--- config.mk ---
export PLATFORM = sky130hd
export DESIGN_NAME = mem_line_seq
export DESIGN_NICKNAME = d
export VERILOG_FILES = /design/src/rtl/mem_line_seq.sv
export SDC_FILE = /design/constraint.sdc
export NUM_CORES = 2
export LEC_CHECK = 0
export CORE_AREA = 2 2 474 476
export CTS_BUF_LIST = sky130_fd_sc_hd__clkbuf_4
export DETAILED_ROUTE_END_ITERATION = 12
export DIE_AREA = 0 0 476 478
export PLACE_DENSITY = 0.35
export SYNTH_ARGS = -nofsm -noshare
export SYNTH_HDL_FRONTEND = slang
export SYNTH_SLANG_ARGS = --single-unit
--- constraint.sdc ---
create_clock -name clk -period 8.4 [get_ports clk]
set_input_delay 1.26 -clock clk [delete_from_list [all_inputs] [get_ports clk]]
set_output_delay 1.26 -clock clk [all_outputs]
set_load 0.01 [all_outputs]
--- src/rtl/mem_line_seq.sv ---
// mem_line_seq: cache-line transfer sequencer in front of a word-serial memory controller.
//
// Takes one line request (read or write) per transaction over a valid/ready handshake.
// A write is issued to the controller as one issue beat plus NW streamed words.
// A read is assembled from up to NW returned words. Exactly one response is returned
// per request. err is a sticky flag that records controller protocol violations.
//
// Ports
//   clk, rst             rising-edge clock, synchronous active-high reset
//   req_valid/ready      request handshake; req_write, req_addr, req_wdata carry the request
//   rsp_valid/ready      response handshake; rsp_is_write, rsp_rdata carry the response
//   err                  sticky protocol-error flag, cleared only by rst
//   mc_ready             controller has finished init; sampled only for accept
//   mc_tx_done           controller transaction-complete pulse
//   mc_rd_valid/rdata    controller read beat
//   mc_op                00 idle, 01 read, 11 write
//   mc_addr, mc_wdata    line-aligned address and current write word
module mem_line_seq #(
  parameter int unsigned WORD_SIZE     = 32,
  parameter int unsigned CL_SIZE_WIDTH = 512,
  parameter int unsigned ADDR_BITCOUNT = 64
) (
  input  logic                     clk,
  input  logic                     rst,
  input  logic                     req_valid,
  output logic                     req_ready,
  input  logic                     req_write,
  input  logic [ADDR_BITCOUNT-1:0] req_addr,
  input  logic [CL_SIZE_WIDTH-1:0] req_wdata,
  output logic                     rsp_valid,
  input  logic                     rsp_ready,
  output logic                     rsp_is_write,
  output logic [CL_SIZE_WIDTH-1:0] rsp_rdata,
  output logic                     err,
  input  logic                     mc_ready,
  input  logic                     mc_tx_done,
  input  logic                     mc_rd_valid,
  output logic [1:0]               mc_op,
  output logic [ADDR_BITCOUNT-1:0] mc_addr,
  output logic [WORD_SIZE-1:0]     mc_wdata,
  input  logic [WORD_SIZE-1:0]     mc_rdata
);

  localparam int unsigned NW   = CL_SIZE_WIDTH / WORD_SIZE;
  localparam int unsigned IDXW = (NW > 1) ? $clog2(NW) : 1;
  localparam int unsigned OFFW = $clog2(CL_SIZE_WIDTH / 8);

  localparam logic [IDXW-1:0]          LastIdx   = IDXW'(NW - 1);
  localparam logic [ADDR_BITCOUNT-1:0] AlignMask =
      {{(ADDR_BITCOUNT - OFFW){1'b1}}, {OFFW{1'b0}}};

  localparam logic [1:0] OpIdle  = 2'b00;
  localparam logic [1:0] OpRead  = 2'b01;
  localparam logic [1:0] OpWrite = 2'b11;

  typedef enum logic [2:0] {
    StIdle,
    StWrIssue,
    StWrStream,
    StWrWait,
    StRdWait,
    StResp
  } state_e;

  // Lines are held as word arrays so word k sits at bits [(k+1)*WORD_SIZE-1 : k*WORD_SIZE].
  typedef logic [NW-1:0][WORD_SIZE-1:0] line_t;

  state_e                   state_q, state_d;
  logic [IDXW-1:0]          idx_q, idx_d;
  logic                     rd_full_q, rd_full_d;  // all NW read beats stored
  logic                     err_q, err_d;
  logic                     is_write_q, is_write_d;
  logic [ADDR_BITCOUNT-1:0] addr_q, addr_d;
  line_t                    wdata_q, wdata_d;
  line_t                    rdata_q, rdata_d;

  logic can_accept;

  assign can_accept = (state_q == StIdle) && mc_ready && !rst;

  // Next-state logic
  always_comb begin
    state_d    = state_q;
    idx_d      = idx_q;
    rd_full_d  = rd_full_q;
    err_d      = err_q;
    is_write_d = is_write_q;
    addr_d     = addr_q;
    wdata_d    = wdata_q;
    rdata_d    = rdata_q;

    // Stray controller events outside the states that expect them.
    if (mc_rd_valid && (state_q != StRdWait)) begin
      err_d = 1'b1;
    end
    if (mc_tx_done && !((state_q == StWrWait) || (state_q == StRdWait))) begin
      err_d = 1'b1;
    end

    unique case (state_q)
      StIdle: begin
        if (req_valid && can_accept) begin
          addr_d    = req_addr & AlignMask;
          wdata_d   = req_wdata;
          rdata_d   = '0;  // write responses report an all-zero line
          idx_d     = '0;
          rd_full_d = 1'b0;
          state_d   = req_write ? StWrIssue : StRdWait;
        end
      end

      StWrIssue: begin
        state_d = StWrStream;
      end

      StWrStream: begin
        if (idx_q == LastIdx) begin
          idx_d   = '0;
          state_d = StWrWait;
        end else begin
          idx_d = idx_q + 1'b1;
        end
      end

      StWrWait: begin
        if (mc_tx_done) begin
          is_write_d = 1'b1;
          state_d    = StResp;
        end
      end

      StRdWait: begin
        if (mc_rd_valid) begin
          if (rd_full_q) begin
            err_d = 1'b1;  // beat beyond a full line is dropped
          end else begin
            rdata_d[idx_q] = mc_rdata;
            if (idx_q == LastIdx) begin
              rd_full_d = 1'b1;
            end else begin
              idx_d = idx_q + 1'b1;
            end
          end
        end
        if (mc_tx_done) begin
          // rd_full_d already accounts for a beat coinciding with tx_done.
          if (!rd_full_d) begin
            err_d = 1'b1;
          end
          is_write_d = 1'b0;
          state_d    = StResp;
        end
      end

      StResp: begin
        if (rsp_ready) begin
          state_d = StIdle;
        end
      end

      default: state_d = StIdle;
    endcase
  end

  always_ff @(posedge clk) begin
    if (rst) begin
      state_q    <= StIdle;
      idx_q      <= '0;
      rd_full_q  <= 1'b0;
      err_q      <= 1'b0;
      is_write_q <= 1'b0;
      addr_q     <= '0;
      wdata_q    <= '0;
      rdata_q    <= '0;
    end else begin
      state_q    <= state_d;
      idx_q      <= idx_d;
      rd_full_q  <= rd_full_d;
      err_q      <= err_d;
      is_write_q <= is_write_d;
      addr_q     <= addr_d;
      wdata_q    <= wdata_d;
      rdata_q    <= rdata_d;
    end
  end

  // Outputs; the controller-facing ones are forced idle while rst is high.
  always_comb begin
    req_ready = can_accept;
    rsp_valid = 1'b0;
    mc_op     = OpIdle;
    mc_addr   = '0;
    mc_wdata  = '0;
    if (!rst) begin
      unique case (state_q)
        StWrIssue, StWrStream, StWrWait: begin
          mc_op    = OpWrite;
          mc_wdata = wdata_q[idx_q];
        end
        StRdWait: mc_op = OpRead;
        StResp:   rsp_valid = 1'b1;
        default:  ;
      endcase
      if (state_q != StIdle) begin
        mc_addr = addr_q;
      end
    end
  end

  assign rsp_is_write = is_write_q;
  assign rsp_rdata    = rdata_q;
  assign err          = err_q;

endmodule

==> reports/metrics.yaml <==
logic_synthesis:
  synth-seq-cells: 1092
  syn_area_sq_um: 41000
  ys_seq_area_share_pct: 53.32
  async_flop_share_pct: 0
  synth.avg_cell_area_sq_um: 9.828
  ys_warn_count: 0
  ys_types: 55
  synth-edff-count: 0
  ys.flop_type: "dfxtp_1"
  synthCells: 4172
critical_path:
  cp.arrival_ns: 4.85
  worstPathRequired_ns: 7.14
  r2r_start: "state_q[2]$_SDFFE_PP0P_"
  critPathMaxFanout: 32
  crit_path_end_kind: "output port"
  critical_path_class: "flip-flop to output port"
  rr_endpoint: "rsp_rdata[511]$_SDFFE_PP0P_"
  r2r_cells: 5
  critPathLaunchType: "flip-flop"
  reg2reg_slack_ns: 4.72
global_route:
  antenna_found_initial: 152
  grt_max_degree: 196
  grt_overflow: 0
  grt_pass1_wl_um: 318700
  grt_pass1_vias: 37300
  gr-usage-all-layers_pct: 20.14
routing:
  routed_wl_um: 236400
  dr.pass1.iters: 5
  detail-route-antenna-nets: 0
  viasPerCell: 4.361
  wl_per_cell_um: 27.46
  vias: 37540
  drtIter0Drc: 1961
  drc: 0
power:
  powerDensity_nw_per_um2: 230.9
  irDropWorstVdd_mv: 0.1664
  cellLeakagePower_nw: 19.50
hold_path:
  worstHoldStart: "addr_q[25]$_SDFFE_PP0P_"
  hold_class: "flip-flop to flip-flop"
  whs_endpoint: "addr_q[25]$_SDFFE_PP0P_"
  hold_depth: 2
floorplan:
  fp-row-count: 174
  die_h_um: 478
  die_x_um: 476
  initial_utilization_pct: 18.37
  die-area_sq_um: 227500
  io_pins: 1230
  fp.coreArea_sq_um: 223200
place:
  gp_routability_congestion: 0.8132
  io_buffers: 1217
  place_hpwl_um: 172600
sta:
  rsz0062_at_grt: "false"
  hold_viol: 0
  holdWs_ns: 0.4450
  drv_slew: 0
  finalSetupViolations: 0
  worstMarginPinSlew_ns: 1.184
  skew_ns: 0.1780
  max_slew_margin_pct: 21.04
  fin_crit_sh_pct: 72.73
  setup-tns-final_ns: 0
  period_needed_ns: 6.109
  max_freq_ghz: 0.1637
cts:
  clock-sinks: 1092
  clock_path_buffers: 4
  cts_resized: 0
  clk_pin_slew_ns: 0.07
  post-cts-setup-buffer-count: 0
  h-tree-depth: 5
  cts_tree: "yes"
  clock_latency_ns: 1.37
  cts_hold_buf: 0
  cts-root-buf: "clkbuf_4"
  numCtsBuffers: 344
cells_and_area:
  nNetsFinal: 6028
  syn2layout_area_growth_pct: 45.40
  drive_gt1_share_pct: 15.25
run:
  max_cap_violations: 0
run_status:
  status: "complete, no violations"
-- cell usage in the layout (no fill, tap or decap), types with 12 or more instances in the layout --
cell type | netlist | layout
buf_4 | 25 | 55
nand2_2 | 30 | 41
a21oi_1 | 580 | 579
clkinv_1 | 0 | 29
o2bb2ai_2 | 110 | 110
and2_1 | 59 | 59
o2bb2ai_1 | 401 | 401
clkdlybuf4s50_1 | 0 | 1216
clkbuf_4 | 0 | 461
diode_2 | 0 | 54
nor2_1 | 18 | 13
a21oi_4 | 4 | 12
a22oi_1 | 64 | 64
nand2_1 | 1199 | 1188
mux4_2 | 128 | 128
dfxtp_1 | 1092 | 1090
-- worst max-delay path, cell delays in order (launching register included) --
cell and delay [ns]:
dfxtp_1 0.67, nor2b_1 0.78, nor3b_2 0.29, buf_4 0.46, a22oi_1 0.48, nand2_1 0.29, clkdlybuf4s50_1 0.58
-- power breakdown --
group	switching (W)	leakage [nW]	internal, W
combinational	0.00215	8.45	0.00101
sequential	0.000223	8.83	0.00545
clock	0.00243	2.22	0.00250
total	0.00480	19.5	0.00897
-- metal layers --
layer	vias up	global-route usage, %	share of wire (%)
met3	542	7.697	8.5
met4	104	8.380	3.9
li1	17330	-	-
met5	-	0	0.28
met2	1439	34.47	49
met1	18120	22.14	38
-- worst max-delay path by stage --
stage,cells after the start,endpoint,from,slack [ns]
after floorplan,5,mc_wdata[0],rst,4.71
after global placement,6,mc_wdata[13],rst,2.93
after detailed placement,6,mc_wdata[12],rst,2.89
after CTS,5,mc_wdata[8],idx_q[0]$_SDFFE_PP0P_,1.81
after global routing,5,mc_wdata[8],idx_q[0]$_SDFFE_PP0P_,1.84
final,6,mc_wdata[12],idx_q[3]$_SDFFE_PP0P_,2.29
-- registers in the layout, indices dropped and copies added, names as in the netlist --
| signal | count |
|---|---|
| rd_full_q | 1 |
| addr_q | 58 |
| rsp_is_write | 1 |
| wdata_q | 512 |
| rsp_rdata | 512 |
| idx_q | 4 |
| state_q | 3 |
| err | 1 |
-- cell families (layout without fill, tap and decap cells) --
group           after synthesis  after routing  share of synthesized area (%)
simple gates               1342           1342                          13.11
compound gates             1204           1204                          21.90
flops                      1092           1092                          53.32
buf+inv                     400           1785                          4.492
mux                         128            128                          7.031
fa+ha+maj                     4              4                         0.1221
other cells                   1             60                       0.009146
xor+xnor                      1              1                        0.02136
-- area by class of cell --
class / count / area, sq um
Clock inverter: 39 / 176.4
Sequential cell: 1092 / 21870
Clock buffer: 461 / 3461
Inverter: 6 / 22.52
Timing Repair Buffer: 1279 / 12740
Multi-Input combinational cell: 2685 / 17470
Antenna cell: 54 / 135.1
Tap cell: 2992 / 3744
Fill cell: 24100 / 163500
-- cells in the mapped netlist (5+ instances only) --
cell type	n	area (sq um)
buf_4	25	187.7
a31o_1	5	43.79
clkbuf_1	229	859.6
nand3_1	5	25.02
a31o_2	8	70.07
o2bb2ai_2	110	1652
nand2_1	1199	4501
buf_1	8	30.03
a22oi_1	64	480.5
and2_1	59	369.1
mux4_2	128	2883
dfxtp_1	1092	21860
nor2b_1	8	50.05
nor2_1	18	67.56
o2bb2ai_1	401	3512
inv_1	6	22.52
nand4_1	5	31.28
nand2_2	30	187.7
a21oi_2	8	70.07
buf_6	13	146.4
a21oi_1	580	2903
buf_2	119	595.6
-- per-stage QoR --
stage	total power [W]	instance area [sq um]	instances	setup slack, ns	util (%)
2_1_floorplan	0.007553	41020	4177	4.709	-
3_3_place_gp	0.009049	55850	8054	2.928	25.03
3_5_place_dp	0.009055	55850	8054	2.888	25.03
4_1_cts	0.01409	59480	8554	1.809	26.66
5_1_grt	0.01454	59560	8585	1.840	26.69
6_report	0.01377	59620	8608	2.291	26.72
(Power assumes the default switching activity.)
